[src/rtl/alu_md_pkg.sv]
// Shared encodings for the EX-stage ALU / multiply-divide unit.
package alu_md_pkg;

  // Decoded operation codes, also exported on aluControl
  localparam logic [3:0] ALU_ADD  = 4'b0000;
  localparam logic [3:0] ALU_SUB  = 4'b0001;
  localparam logic [3:0] ALU_SLL  = 4'b0010;
  localparam logic [3:0] ALU_XOR  = 4'b0011;
  localparam logic [3:0] ALU_SRL  = 4'b0100;
  localparam logic [3:0] ALU_SRA  = 4'b0101;
  localparam logic [3:0] ALU_OR   = 4'b0110;
  localparam logic [3:0] ALU_AND  = 4'b0111;
  localparam logic [3:0] ALU_SLT  = 4'b1000;
  localparam logic [3:0] ALU_SLTU = 4'b1001;
  localparam logic [3:0] ALU_BR   = 4'b1010;
  localparam logic [3:0] ALU_LUI  = 4'b1011;
  localparam logic [3:0] ALU_MUL  = 4'b1100;
  localparam logic [3:0] ALU_MULH = 4'b1101;
  localparam logic [3:0] ALU_DIV  = 4'b1110;
  localparam logic [3:0] ALU_REM  = 4'b1111;

  // aluOp encodings from the main decoder
  localparam logic [1:0] AOP_MEM = 2'b00;
  localparam logic [1:0] AOP_BIT = 2'b01;
  localparam logic [1:0] AOP_BR  = 2'b10;
  localparam logic [1:0] AOP_UPI = 2'b11;

  // Instruction opcode / funct7 constants
  localparam logic [6:0] OP_R  = 7'b0110011;
  localparam logic [6:0] OP_I  = 7'b0010011;
  localparam logic [6:0] M_EXT = 7'b0000001;

  // Handshake FSM states
  typedef enum logic [1:0] {
    ST_IDLE,
    ST_MUL,
    ST_DIV,
    ST_DONE
  } state_t;

endpackage

[src/rtl/md_iter_core.sv]
// Iterative shift-add multiplier / restoring divider on operand magnitudes.
// mode 0: {hi,lo} = signed-fixed product. mode 1: hi = remainder, lo = quotient.
// last is high during the cycle whose clock edge performs the final iteration.
module md_iter_core #(
  parameter int XLEN = 32
) (
  input  logic            clk,
  input  logic            reset,
  input  logic            start,
  input  logic            mode,
  input  logic            a_signed,
  input  logic            b_signed,
  input  logic [XLEN-1:0] a,
  input  logic [XLEN-1:0] b,
  output logic            last,
  output logic [XLEN-1:0] hi,
  output logic [XLEN-1:0] lo
);

  localparam int CW = $clog2(XLEN) + 1;

  logic            running;
  logic [CW-1:0]   cnt;
  logic            mode_q;
  logic            neg_q;
  logic            rneg_q;
  logic [XLEN-1:0] hi_q;
  logic [XLEN-1:0] lo_q;
  logic [XLEN-1:0] b_q;

  logic            a_neg;
  logic            b_neg;
  logic [XLEN-1:0] a_mag;
  logic [XLEN-1:0] b_mag;
  logic [XLEN:0]   mul_sum;
  logic [XLEN:0]   div_shift;
  logic [XLEN:0]   div_diff;
  logic [2*XLEN-1:0] prod;
  logic [2*XLEN-1:0] prod_fix;
  logic [XLEN-1:0] quo_fix;
  logic [XLEN-1:0] rem_fix;

  // Operand magnitudes and per-step arithmetic
  always_comb begin
    a_neg     = a_signed & a[XLEN-1];
    b_neg     = b_signed & b[XLEN-1];
    a_mag     = a_neg ? -a : a;
    b_mag     = b_neg ? -b : b;
    mul_sum   = {1'b0, hi_q} + (lo_q[0] ? {1'b0, b_q} : '0);
    div_shift = {hi_q, lo_q[XLEN-1]};
    div_diff  = div_shift - {1'b0, b_q};
    last      = running && (cnt == CW'(XLEN - 1));
  end

  // Iteration registers: load on start, then XLEN shift steps
  always_ff @(posedge clk) begin
    if (reset) begin
      running <= 1'b0;
      cnt     <= '0;
      mode_q  <= 1'b0;
      neg_q   <= 1'b0;
      rneg_q  <= 1'b0;
      hi_q    <= '0;
      lo_q    <= '0;
      b_q     <= '0;
    end else if (start) begin
      running <= 1'b1;
      cnt     <= '0;
      mode_q  <= mode;
      neg_q   <= a_neg ^ b_neg;
      rneg_q  <= mode & a_neg;
      hi_q    <= '0;
      lo_q    <= mode ? a_mag : b_mag;
      b_q     <= mode ? b_mag : a_mag;
    end else if (running) begin
      cnt <= cnt + 1'b1;
      if (last) begin
        running <= 1'b0;
      end
      if (!mode_q) begin
        {hi_q, lo_q} <= {mul_sum, lo_q[XLEN-1:1]};
      end else if (!div_diff[XLEN]) begin
        hi_q <= div_diff[XLEN-1:0];
        lo_q <= {lo_q[XLEN-2:0], 1'b1};
      end else begin
        hi_q <= div_shift[XLEN-1:0];
        lo_q <= {lo_q[XLEN-2:0], 1'b0};
      end
    end
  end

  // Sign fixup of the magnitude results
  always_comb begin
    prod     = {hi_q, lo_q};
    prod_fix = neg_q ? -prod : prod;
    quo_fix  = neg_q ? -lo_q : lo_q;
    rem_fix  = rneg_q ? -hi_q : hi_q;
    hi       = mode_q ? rem_fix : prod_fix[2*XLEN-1:XLEN];
    lo       = mode_q ? quo_fix : prod_fix[XLEN-1:0];
  end

endmodule

[src/rtl/alu_md_exec_unit.sv]
// EX-stage ALU with RV32M multiply/divide, valid/ready handshakes on both sides.
module alu_md_exec_unit
  import alu_md_pkg::*;
#(
  parameter int XLEN     = 32,
  parameter int ENABLE_M = 1
) (
  input  logic            clk,
  input  logic            reset,
  input  logic            inValid,
  output logic            inReady,
  input  logic [1:0]      aluOp,
  input  logic [2:0]      funct3,
  input  logic [6:0]      funct7,
  input  logic [6:0]      instrnOpcode,
  input  logic [XLEN-1:0] operandA,
  input  logic [XLEN-1:0] operandB,
  output logic            outValid,
  input  logic            outReady,
  output logic [XLEN-1:0] result,
  output logic [3:0]      aluControl
);

  localparam int SHW = $clog2(XLEN);

  state_t state;
  state_t state_n;

  logic [3:0]      dec_op;
  logic            m_sel;
  logic [SHW-1:0]  sh;
  logic            taken;
  logic [XLEN-1:0] alu_res;

  logic            is_mul;
  logic            is_div;
  logic            a_sgn;
  logic            b_sgn;
  logic            div_zero;
  logic            div_ovf;
  logic            bypass;
  logic [XLEN-1:0] byp_res;
  logic            iterate;
  logic            sel_hi;
  logic            accept;

  logic [XLEN-1:0] res_q;
  logic [3:0]      ctl_q;
  logic            use_core_q;
  logic            sel_hi_q;

  logic            core_last;
  logic [XLEN-1:0] core_hi;
  logic [XLEN-1:0] core_lo;

  // Operation decode from aluOp / funct3 / funct7 / opcode
  always_comb begin
    dec_op = ALU_ADD;
    m_sel  = (ENABLE_M != 0) && (instrnOpcode == OP_R) && (funct7 == M_EXT);
    case (aluOp)
      AOP_MEM: dec_op = ALU_ADD;
      AOP_BIT: begin
        if (m_sel) begin
          case (funct3)
            3'b000:                 dec_op = ALU_MUL;
            3'b001, 3'b010, 3'b011: dec_op = ALU_MULH;
            3'b100, 3'b101:         dec_op = ALU_DIV;
            default:                dec_op = ALU_REM;
          endcase
        end else if ((instrnOpcode == OP_R) && funct7[5] && (funct3 == 3'b000)) begin
          dec_op = ALU_SUB;
        end else if (funct7[5] && (funct3 == 3'b101) &&
                     ((instrnOpcode == OP_R) || (instrnOpcode == OP_I))) begin
          dec_op = ALU_SRA;
        end else begin
          case (funct3)
            3'b000:  dec_op = ALU_ADD;
            3'b001:  dec_op = ALU_SLL;
            3'b010:  dec_op = ALU_SLT;
            3'b011:  dec_op = ALU_SLTU;
            3'b100:  dec_op = ALU_XOR;
            3'b101:  dec_op = ALU_SRL;
            3'b110:  dec_op = ALU_OR;
            default: dec_op = ALU_AND;
          endcase
        end
      end
      AOP_BR:  dec_op = ALU_BR;
      default: dec_op = ALU_LUI;
    endcase
  end

  // Single-cycle datapath and branch condition
  always_comb begin
    sh = operandB[SHW-1:0];
    case (funct3)
      3'b000:  taken = (operandA == operandB);
      3'b001:  taken = (operandA != operandB);
      3'b100:  taken = ($signed(operandA) <  $signed(operandB));
      3'b101:  taken = ($signed(operandA) >= $signed(operandB));
      3'b110:  taken = (operandA <  operandB);
      3'b111:  taken = (operandA >= operandB);
      default: taken = 1'b0;
    endcase
    case (dec_op)
      ALU_ADD:  alu_res = operandA + operandB;
      ALU_SUB:  alu_res = operandA - operandB;
      ALU_SLL:  alu_res = operandA << sh;
      ALU_XOR:  alu_res = operandA ^ operandB;
      ALU_SRL:  alu_res = operandA >> sh;
      ALU_SRA:  alu_res = $unsigned($signed(operandA) >>> sh);
      ALU_OR:   alu_res = operandA | operandB;
      ALU_AND:  alu_res = operandA & operandB;
      ALU_SLT:  alu_res = {{(XLEN-1){1'b0}}, $signed(operandA) < $signed(operandB)};
      ALU_SLTU: alu_res = {{(XLEN-1){1'b0}}, operandA < operandB};
      ALU_BR:   alu_res = {{(XLEN-1){1'b0}}, taken};
      ALU_LUI:  alu_res = operandB;
      default:  alu_res = '0;
    endcase
  end

  // M-extension signedness and divide corner-case bypass
  always_comb begin
    is_mul   = (dec_op == ALU_MUL) || (dec_op == ALU_MULH);
    is_div   = (dec_op == ALU_DIV) || (dec_op == ALU_REM);
    a_sgn    = ((dec_op == ALU_MULH) && (funct3 != 3'b011)) || (is_div && !funct3[0]);
    b_sgn    = ((dec_op == ALU_MULH) && (funct3 == 3'b001)) || (is_div && !funct3[0]);
    div_zero = (operandB == '0);
    div_ovf  = !funct3[0] && (operandA == {1'b1, {(XLEN-1){1'b0}}}) && (operandB == '1);
    bypass   = is_div && (div_zero || div_ovf);
    if (dec_op == ALU_DIV) begin
      byp_res = div_zero ? '1 : operandA;
    end else begin
      byp_res = div_zero ? operandA : '0;
    end
    iterate = is_mul || (is_div && !bypass);
    sel_hi  = (dec_op == ALU_MULH) || (dec_op == ALU_REM);
    accept  = inValid && inReady;
  end

  md_iter_core #(
    .XLEN(XLEN)
  ) u_core (
    .clk      (clk),
    .reset    (reset),
    .start    (accept && iterate),
    .mode     (is_div),
    .a_signed (a_sgn),
    .b_signed (b_sgn),
    .a        (operandA),
    .b        (operandB),
    .last     (core_last),
    .hi       (core_hi),
    .lo       (core_lo)
  );

  // FSM state register
  always_ff @(posedge clk) begin
    if (reset) begin
      state <= ST_IDLE;
    end else begin
      state <= state_n;
    end
  end

  // FSM next state
  always_comb begin
    state_n = state;
    case (state)
      ST_IDLE: begin
        if (accept) begin
          if (!iterate)    state_n = ST_DONE;
          else if (is_mul) state_n = ST_MUL;
          else             state_n = ST_DIV;
        end
      end
      ST_MUL, ST_DIV: begin
        if (core_last) state_n = ST_DONE;
      end
      default: begin
        if (outReady) state_n = ST_IDLE;
      end
    endcase
  end

  // Capture decode and single-cycle / bypass result on acceptance
  always_ff @(posedge clk) begin
    if (reset) begin
      res_q      <= '0;
      ctl_q      <= '0;
      use_core_q <= 1'b0;
      sel_hi_q   <= 1'b0;
    end else if (accept) begin
      res_q      <= bypass ? byp_res : alu_res;
      ctl_q      <= dec_op;
      use_core_q <= iterate;
      sel_hi_q   <= sel_hi;
    end
  end

  // Iterative results are read straight from the core, which holds them until
  // the next start; this lets DONE coincide with the final iteration edge.
  always_comb begin
    inReady    = (state == ST_IDLE) && !reset;
    outValid   = (state == ST_DONE);
    result     = use_core_q ? (sel_hi_q ? core_hi : core_lo) : res_q;
    aluControl = ctl_q;
  end

endmodule

[config.mk]
export PLATFORM = sky130hd
export DESIGN_NAME = alu_md_exec_unit
export DESIGN_NICKNAME = d
export VERILOG_FILES = /design/src/rtl/alu_md_pkg.sv /design/src/rtl/md_iter_core.sv /design/src/rtl/alu_md_exec_unit.sv
export SDC_FILE = /design/constraint.sdc
export NUM_CORES = 1
export LEC_CHECK = 0
export CORE_MARGIN = 2
export CORE_UTILIZATION = 35
export CTS_CLUSTER_DIAMETER = 60
export DETAILED_ROUTE_END_ITERATION = 16
export GPL_TIMING_DRIVEN = 0
export PLACE_DENSITY_LB_ADDON = 0.12
export RECOVER_POWER = 100
export SLEW_MARGIN = 15
export SYNTH_ARGS = -nofsm -noshare
export SYNTH_HDL_FRONTEND = slang
export SYNTH_SLANG_ARGS = --single-unit
[constraint.sdc]
create_clock -name clk -period 7.6 [get_ports clk]
set_clock_uncertainty 0.2 [all_clocks]
set_input_delay 1.52 -clock clk [delete_from_list [all_inputs] [get_ports clk]]
set_output_delay 1.52 -clock clk [all_outputs]
set_load 0.05 [all_outputs]
Word level (Yosys, flattened, before mapping)
Index checks and enable logic that the tools add are counted.
{ "classes": {"n_shift": 3, "n_mux": 39, "add_sub_neg": 10, "n_eq_ne": 38, "n_bitwise": 7, "n_reduce_logical": 39, "n_lt_le_gt_ge": 4} }
{ "ops": {"columns": ["operator", "count"], "rows": [
  ["2-to-1 mux 32 bit", 20],
  ["case mux 32 bit (12 select lines)", 1],
  ["negation 32 bit", 4],
  ["equality test 32 bit (second input constant)", 2],
  [">= comparator 32 bit", 2],
  ["< comparator 32 bit", 2],
  ["2-to-1 mux 64 bit", 1],
  ["negation 64 bit", 1],
  ["adder 32 x 33 -> 33 bit", 1],
  ["subtractor 33 x 32 -> 33 bit", 1],
  ["adder 32 bit", 1],
  ["bitwise AND 32 bit", 1],
  ["equality test 32 bit", 1],
  ["equality test 4 bit (second input constant)", 8],
  ["zero test 32 bit", 1],
  ["!= test 32 bit", 1],
  ["OR 32 bit", 1],
  ["left shift 32 x 5 -> 32 bit", 1],
  [">> shifter 32 x 5 -> 32 bit", 1],
  [">>> shifter 32 x 5 -> 32 bit", 1],
  ["subtractor 32 bit", 1],
  ["bitwise XOR 32 bit", 1],
  ["case mux 4 bit (7 select lines)", 1],
  ["equality test 4 x 3 -> 1 bit (second input constant)", 4],
  ["34 further kinds", 81]
]} }
{ "word_totals": {"inputBits": 87, "ff_bits": 146} }

Depth between registers and ports, before layout
Gate-level depths: netlist of the first run.
{ "logic_depth": {"depth_word": 16, "ltp_mapped": 17, "mapped_depth_nobuf": 15} }

Cells and area by module
Synthesis of the first run repeated with hierarchy kept, for this count alone.
{ "hier_totals": {"hier_cells": 3504, "area_unflattened_um2": 24208.2} }
{ "modules_own_cells": {"columns": ["mod", "cells_each", "n_inst", "seq_area_each_um2", "area_each_um2"], "rows": [
  ["alu_md_exec_unit", 1815, 1, 800.8, 12211.7],
  ["md_iter_core", 1689, 1, 2122.0, 11996.5]
]} }

Worst setup path after synthesis of the first run
No wires, ideal clock.
{ "synth_timing": {"path_kind": "in2reg", "from": "input port operandB[2]", "to": "register res_q[0]", "n_path_buf": 4, "setup_ns": 0.122, "arrival_ns": 5.468, "path_stages": 17, "setup_slack_ns": 1.810, "required_ns": 7.278, "path_cell_list": "clkbuf_1 -> inv_2 -> buf_1 -> buf_1 -> ha_1 -> buf_2 -> nand2b_1 -> a221oi_1 -> o31ai_1 -> nor3_1 -> o311a_1 -> or3_1 -> a221o_1 -> mux2_1 -> o22ai_1 -> a211oi_1 -> o32a_1"} }
{ "synth_via": {"elab_chain_cells": 5, "word_cells_on_any_way": 20, "classes_between": "order compare (4); eq/ne (3); shift (3); mux (6); reduce/logical (4)"} }
{ "synth_lines": {"columns": ["element", "line", "text"], "rows": [
  ["start: declaration", "alu_md_exec_unit.sv:17", "input logic [XLEN-1:0] operandB,"],
  ["parallel branches: the longest is 4 deep, another holds >= comparator 32 bit", null, null],
  ["2-to-1 mux 32 bit (*)", "alu_md_exec_unit.sv:194", "res_q <= bypass ? byp_res : alu_res;"],
  ["end signal: assignment", "alu_md_exec_unit.sv:194", null],
  ["end: declaration", "alu_md_exec_unit.sv:47", "logic [XLEN-1:0] res_q;"]
]} }
Mark *: on every way between the ends.
A chain may end at the register's enable or synchronous reset.

Worst setup path after layout of the first run
{ "layout_timing": {"from": "input port funct7[5]", "to": "register res_q[23]"} }
{ "layout_via": {"elab_chain_cells": 10, "word_cells_on_any_way": 29, "classes_between": "eq/ne (14); mux (7); reduce/logical (8)"} }
{ "layout_lines": {"columns": ["element", "line", "text"], "rows": [
  ["start: declaration", "alu_md_exec_unit.sv:14", "input logic [6:0] funct7,"],
  ["logical AND 1 bit (2 in series)", "alu_md_exec_unit.sv:72", "end else if (funct7[5] && (funct3 == 3'b101) &&"],
  ["2-to-1 mux 4 bit", "alu_md_exec_unit.sv:72", null],
  ["2-to-1 mux 4 bit", "alu_md_exec_unit.sv:70", "end else if ((instrnOpcode == OP_R) && funct7[5] && (funct3 == 3'b000)) begin"],
  ["2-to-1 mux 4 bit (*)", "alu_md_exec_unit.sv:63", "if (m_sel) begin"],
  ["case mux 4 bit (3 select lines) (*)", "alu_md_exec_unit.sv:60", "case (aluOp)"],
  ["parallel branches: the longest is 3 deep, another holds case mux 32 bit (12 select lines)", null, null],
  ["2-to-1 mux 32 bit (*)", "alu_md_exec_unit.sv:194", null]
]} }
Marks and branches as above.

==> results.txt, run 1 <==
----------------------------------------------------
[Worst setup path]
  Endpoint type of the worst setup path ... flop
  Crit path cell chain ... dlygate4sd3_1, nor4b_1, nand4_1, o32a_1, o21ai_1, clkbuf_1, clkbuf_1, clkbuf_1, o221ai_1, o211ai_1, nand3_1, a21oi_1, nor2_1
  CP bufs+invs ... 4
  FF-to-FF Start ... u_core.lo_q[31]$_SDFFE_PP0P_
  Crit path launch ... funct7[5]
  Maximum cell stage delay along the critical path ... 0.94 ns
  Maximum fanout along the worst path ... 10
  Category of the critical setup timing path ... primary input to flop
  Worst Path Required ... 7.75 ns
  Slowest-stage cell, CP ... sky130_fd_sc_hd__o21ai_1
  Most frequent CP cell ... sky130_fd_sc_hd__clkbuf_1
  Top cell family by delay on the critical path ... buffers and inverters
  Data arrival time at the worst-slack endpoint ... about 7.7 ns
  Crit start category ... primary input

[Global route]
  Largest net degree at the start of global routing ... 17
  Met1 usage ... 45.7%
  Number of global-route vias before repair ... around 27k
  Initial antenna violation count ... 5
  Overall fraction of global-route tracks in use ... 39.9%
  Peak-usage layer in the global routing report ... met2
  First-pass GRT wire length ... 194000 um
  Global-route track usage on met2 ... 66.3%
  Remaining Overflow, GRT ... 0
  Met3 Track Usage GR ... 5.68%

[STA]
  Tmin final ... 7.50 ns
  Final setup viols ... 0
  Setup repair after global routing missed its margin ... no
  Upper clock frequency limit ... 133 MHz
  Worst-case headroom to the max-slew limit ... between 3 and 4%
  Setup total negative slack ... 0 ns
  Final count of hold timing violations ... 0
  Slew at the pin with the worst max-slew slack ... 1.44 ns
  Portion of the clock cycle consumed by the worst path in the final layout ... 98.7%
  Max-slew violation total from the final report ... 0

[Pwr]
  Overall Power ... 3.44 mW
  Leakage ... 9.78 nW
  Worst vdd ir ... 0.159 mV
  Pwr/cell area ... 134 nW/um^2

[Finish]
  Area used by sequential logic in the layout ... 2920 um^2
  Ant. Diodes ... 0
  Share of cells above drive strength 1 ... 5.06%
  Final Non-Filler Cells ... 4295
  Fill cell count ... between 7k and 8k
  Net total in the final layout ... 3687
  Final core utilization ... 40.0%
  Multi-input gate area in the final layout ... 18200 um^2
  Synth-to-layout area growth ... 12.9%

[Clocking]
  Buffer levels on the longest clock path ... 2
  Num CTS Buffers ... 17
  Clock latency reported for the late side of the worst-skew pair ... 0.47 ns
  Clock-pin slew on the worst setup and hold paths ... 0.07 ns
  H-tree depth reported by CTS ... 4
  Sink Count ... 146
  CTS Root Buffer Type ... sky130_fd_sc_hd__clkbuf_16
  Setup bufs post-CTS ... 0
  TritonCTS clock tree ... yes

[Die]
  Number of placement rows ... slightly above 90
  Die outline width ... ~260 um
  Std-Cell Core Area ... 64300 um^2
  Starting density of the core ... about 35%
  Die area ... 67100 um^2
  Overall die height ... 259 um
  # IOs ... 125

[Drt]
  Mean number of vias per cell ... 6.45
  DRC violation count after routing ... 0
  Count of vias placed by the detailed router ... ~28k
  1st-pass router iterations ... 8
  Number of DRC violations after detailed-routing iteration 0 ... 2894
  Remaining antenna violation count ... 0
  Final WL ... approximately 140000 um
  Wire per inst ... 32.2 um

[Synthesis]
  Top FF cell, synth ... sky130_fd_sc_hd__dfxtp_1
  Avg Cell Area, Syn ... 6.93 um^2
  Number of register bits inferred by synthesis ... 146
  Biggest area contributors in the synthesized netlist ... sky130_fd_sc_hd__dfxtp_1 (13%), sky130_fd_sc_hd__ha_1 (9.3%), sky130_fd_sc_hd__a21oi_1 (8.4%)
  Post-Synthesis Cell Area ... 22800 um^2
  Seq/Total Area, Yosys ... 12.8%
  Synth Net Count ... 3548
  Number of enable-type register cells in the synthesized netlist ... 0
  Share of the synthesized area in the top cell type ... between 10% and 20%
  Post-Syn Instances ... ~3.3k
  Largest area contributor in the netlist ... sky130_fd_sc_hd__dfxtp_1
  Fraction of synthesis flops using an asynchronous set or reset pin ... 0%
  Warnings from Yosys ... 0
  Number of library cell types mapped by synthesis ... 89

[Place]
  RePlAce Congestion ... around 1.1
  Number of placed cells counting well taps ... 4263
  DP HPWL ... 113000 um
  I/O Buffers ... around 120

[Run status]
  Status ... finished clean

[Worst hold path]
  Hold Path Class ... flop to flop
  Worst hold start ... u_core.b_q[8]$_SDFFE_PP0P_

[Run]
  Count of max-cap constraint violations ... 0

----------------------------------------------------
-- timing repair --
action	in CTS	in global routing
hold buffers	0	0
gates resized for setup	1	16
setup endpoints to repair	1	41
-- where the power goes --
group          switching [mW]  total (mW)  internal, mW
registers              0.0623       0.890         0.827
logic                    1.12        1.61         0.490
clock network           0.384       0.938         0.554
total                    1.57        3.44          1.87
-- layer usage --
metal  up-vias  share of wire (%)  wire [um]
met3       543                7.3      10000
met2      1641                 46      63200
met5         -              0.030         42
li1      12300                  -          -
met4         6                9.6      13200
met1     13200                 37      51700
-- path summary, 6_finish.rpt --
path | to | slack [ns] | cells after the start
setup / recovery | res_q[23]$_SDFFE_PP0P_ | 0.10 | 13
hold / removal | u_core.b_q[8]$_SDFFE_PP0P_ | 0.25 | 1
setup reg to reg | u_core.hi_q[11]$_SDFFE_PP0P_ | 1.22 | 15
hold reg to reg | u_core.b_q[8]$_SDFFE_PP0P_ | 0.25 | 1
-- layout by cell type, fill, tap and decap left out, types with 83 or more instances in the layout --
| master | instances |
|---|---|
| sky130_fd_sc_hd__a21oi_1 | 381 |
| sky130_fd_sc_hd__nor2_1 | 359 |
| sky130_fd_sc_hd__o21ai_0 | 289 |
| sky130_fd_sc_hd__nand2_1 | 257 |
| sky130_fd_sc_hd__clkbuf_1 | 235 |
| sky130_fd_sc_hd__ha_1 | 169 |
| sky130_fd_sc_hd__inv_1 | 162 |
| sky130_fd_sc_hd__xnor2_1 | 152 |
| sky130_fd_sc_hd__dfxtp_1 | 146 |
| sky130_fd_sc_hd__mux2i_1 | 83 |
-- flip-flops by register name, summed over array words and instances, names as in the netlist --
signal / count
u_core.lo_q: 32
u_core.hi_q: 32
res_q: 32
sel_hi_q: 1
use_core_q: 1
u_core.running: 1
u_core.cnt: 6
u_core.mode_q: 1
u_core.b_q: 32
u_core.rneg_q: 1
state: 2
aluControl: 4
u_core.neg_q: 1
-- cell type report --
type	instances	area share (%)
Clock buffer	22	1.88
Multi-Input combinational cell	2707	70.9
Buffer	269	4.04
Tap cell	855	4.16
Sequential cell	146	11.4
Inverter	166	2.42
Timing Repair Buffer	120	4.68
Clock inverter	10	0.574
-- per-stage QoR --
step / area [um^2] / setup slack [ns] / hold WS (ns)
floorplan: 22800 / 1.81 / 0.226
global route: 25700 / 0.0559 / 0.272
detailed placement: 25100 / -0.524 / 0.240
finish: 25700 / 0.102 / 0.252
CTS: 25700 / 0.0154 / 0.256
global placement: 25000 / -0.597 / 0.237
-- synthesized netlist by cell type, types with 35 or more instances --
cell and n:
sky130_fd_sc_hd__a31oi_1 35, sky130_fd_sc_hd__nor2_1 359, sky130_fd_sc_hd__dfxtp_1 146, sky130_fd_sc_hd__a211oi_1 55
sky130_fd_sc_hd__o21ai_0 289, sky130_fd_sc_hd__mux4_2 47, sky130_fd_sc_hd__o31ai_1 48, sky130_fd_sc_hd__a21o_1 53
sky130_fd_sc_hd__ha_1 169, sky130_fd_sc_hd__a221oi_1 40, sky130_fd_sc_hd__nand2_1 257, sky130_fd_sc_hd__a21oi_1 382
sky130_fd_sc_hd__o211ai_1 40, sky130_fd_sc_hd__nor3_1 74, sky130_fd_sc_hd__xor2_1 49, sky130_fd_sc_hd__clkbuf_1 230
sky130_fd_sc_hd__xnor2_1 152, sky130_fd_sc_hd__inv_1 162, sky130_fd_sc_hd__mux2i_1 83, sky130_fd_sc_hd__nand3_1 56
-- cells by family (layout without fill, tap and decap cells) --
family                   Yosys count  in the layout  synth area share [%]
adder cells (fa/ha/maj)          173            173                  9.63
AND/OR/NAND/NOR                  973            973                  19.7
XOR/XNOR                         201            201                  7.73
buffers and inverters            435            587                  7.29
flip-flops                       146            146                  12.8
multiplexers                     157            157                  9.63
AO/OA/AOI/OAI                   1203           1203                  33.2
(Power assumes the default switching activity.)
==> inputs of run 2 (changes only) <==
--- a/config.mk
+++ b/config.mk
@@ -8,6 +8,7 @@
 export CORE_MARGIN = 2
 export CORE_UTILIZATION = 35
 export CTS_CLUSTER_DIAMETER = 60
+export CTS_CLUSTER_SIZE = 24
 export DETAILED_ROUTE_END_ITERATION = 16
 export GPL_TIMING_DRIVEN = 0
 export PLACE_DENSITY_LB_ADDON = 0.12
==> results of run 2 <==
The final DEF is identical to that of run 1; final timing and power are the same.
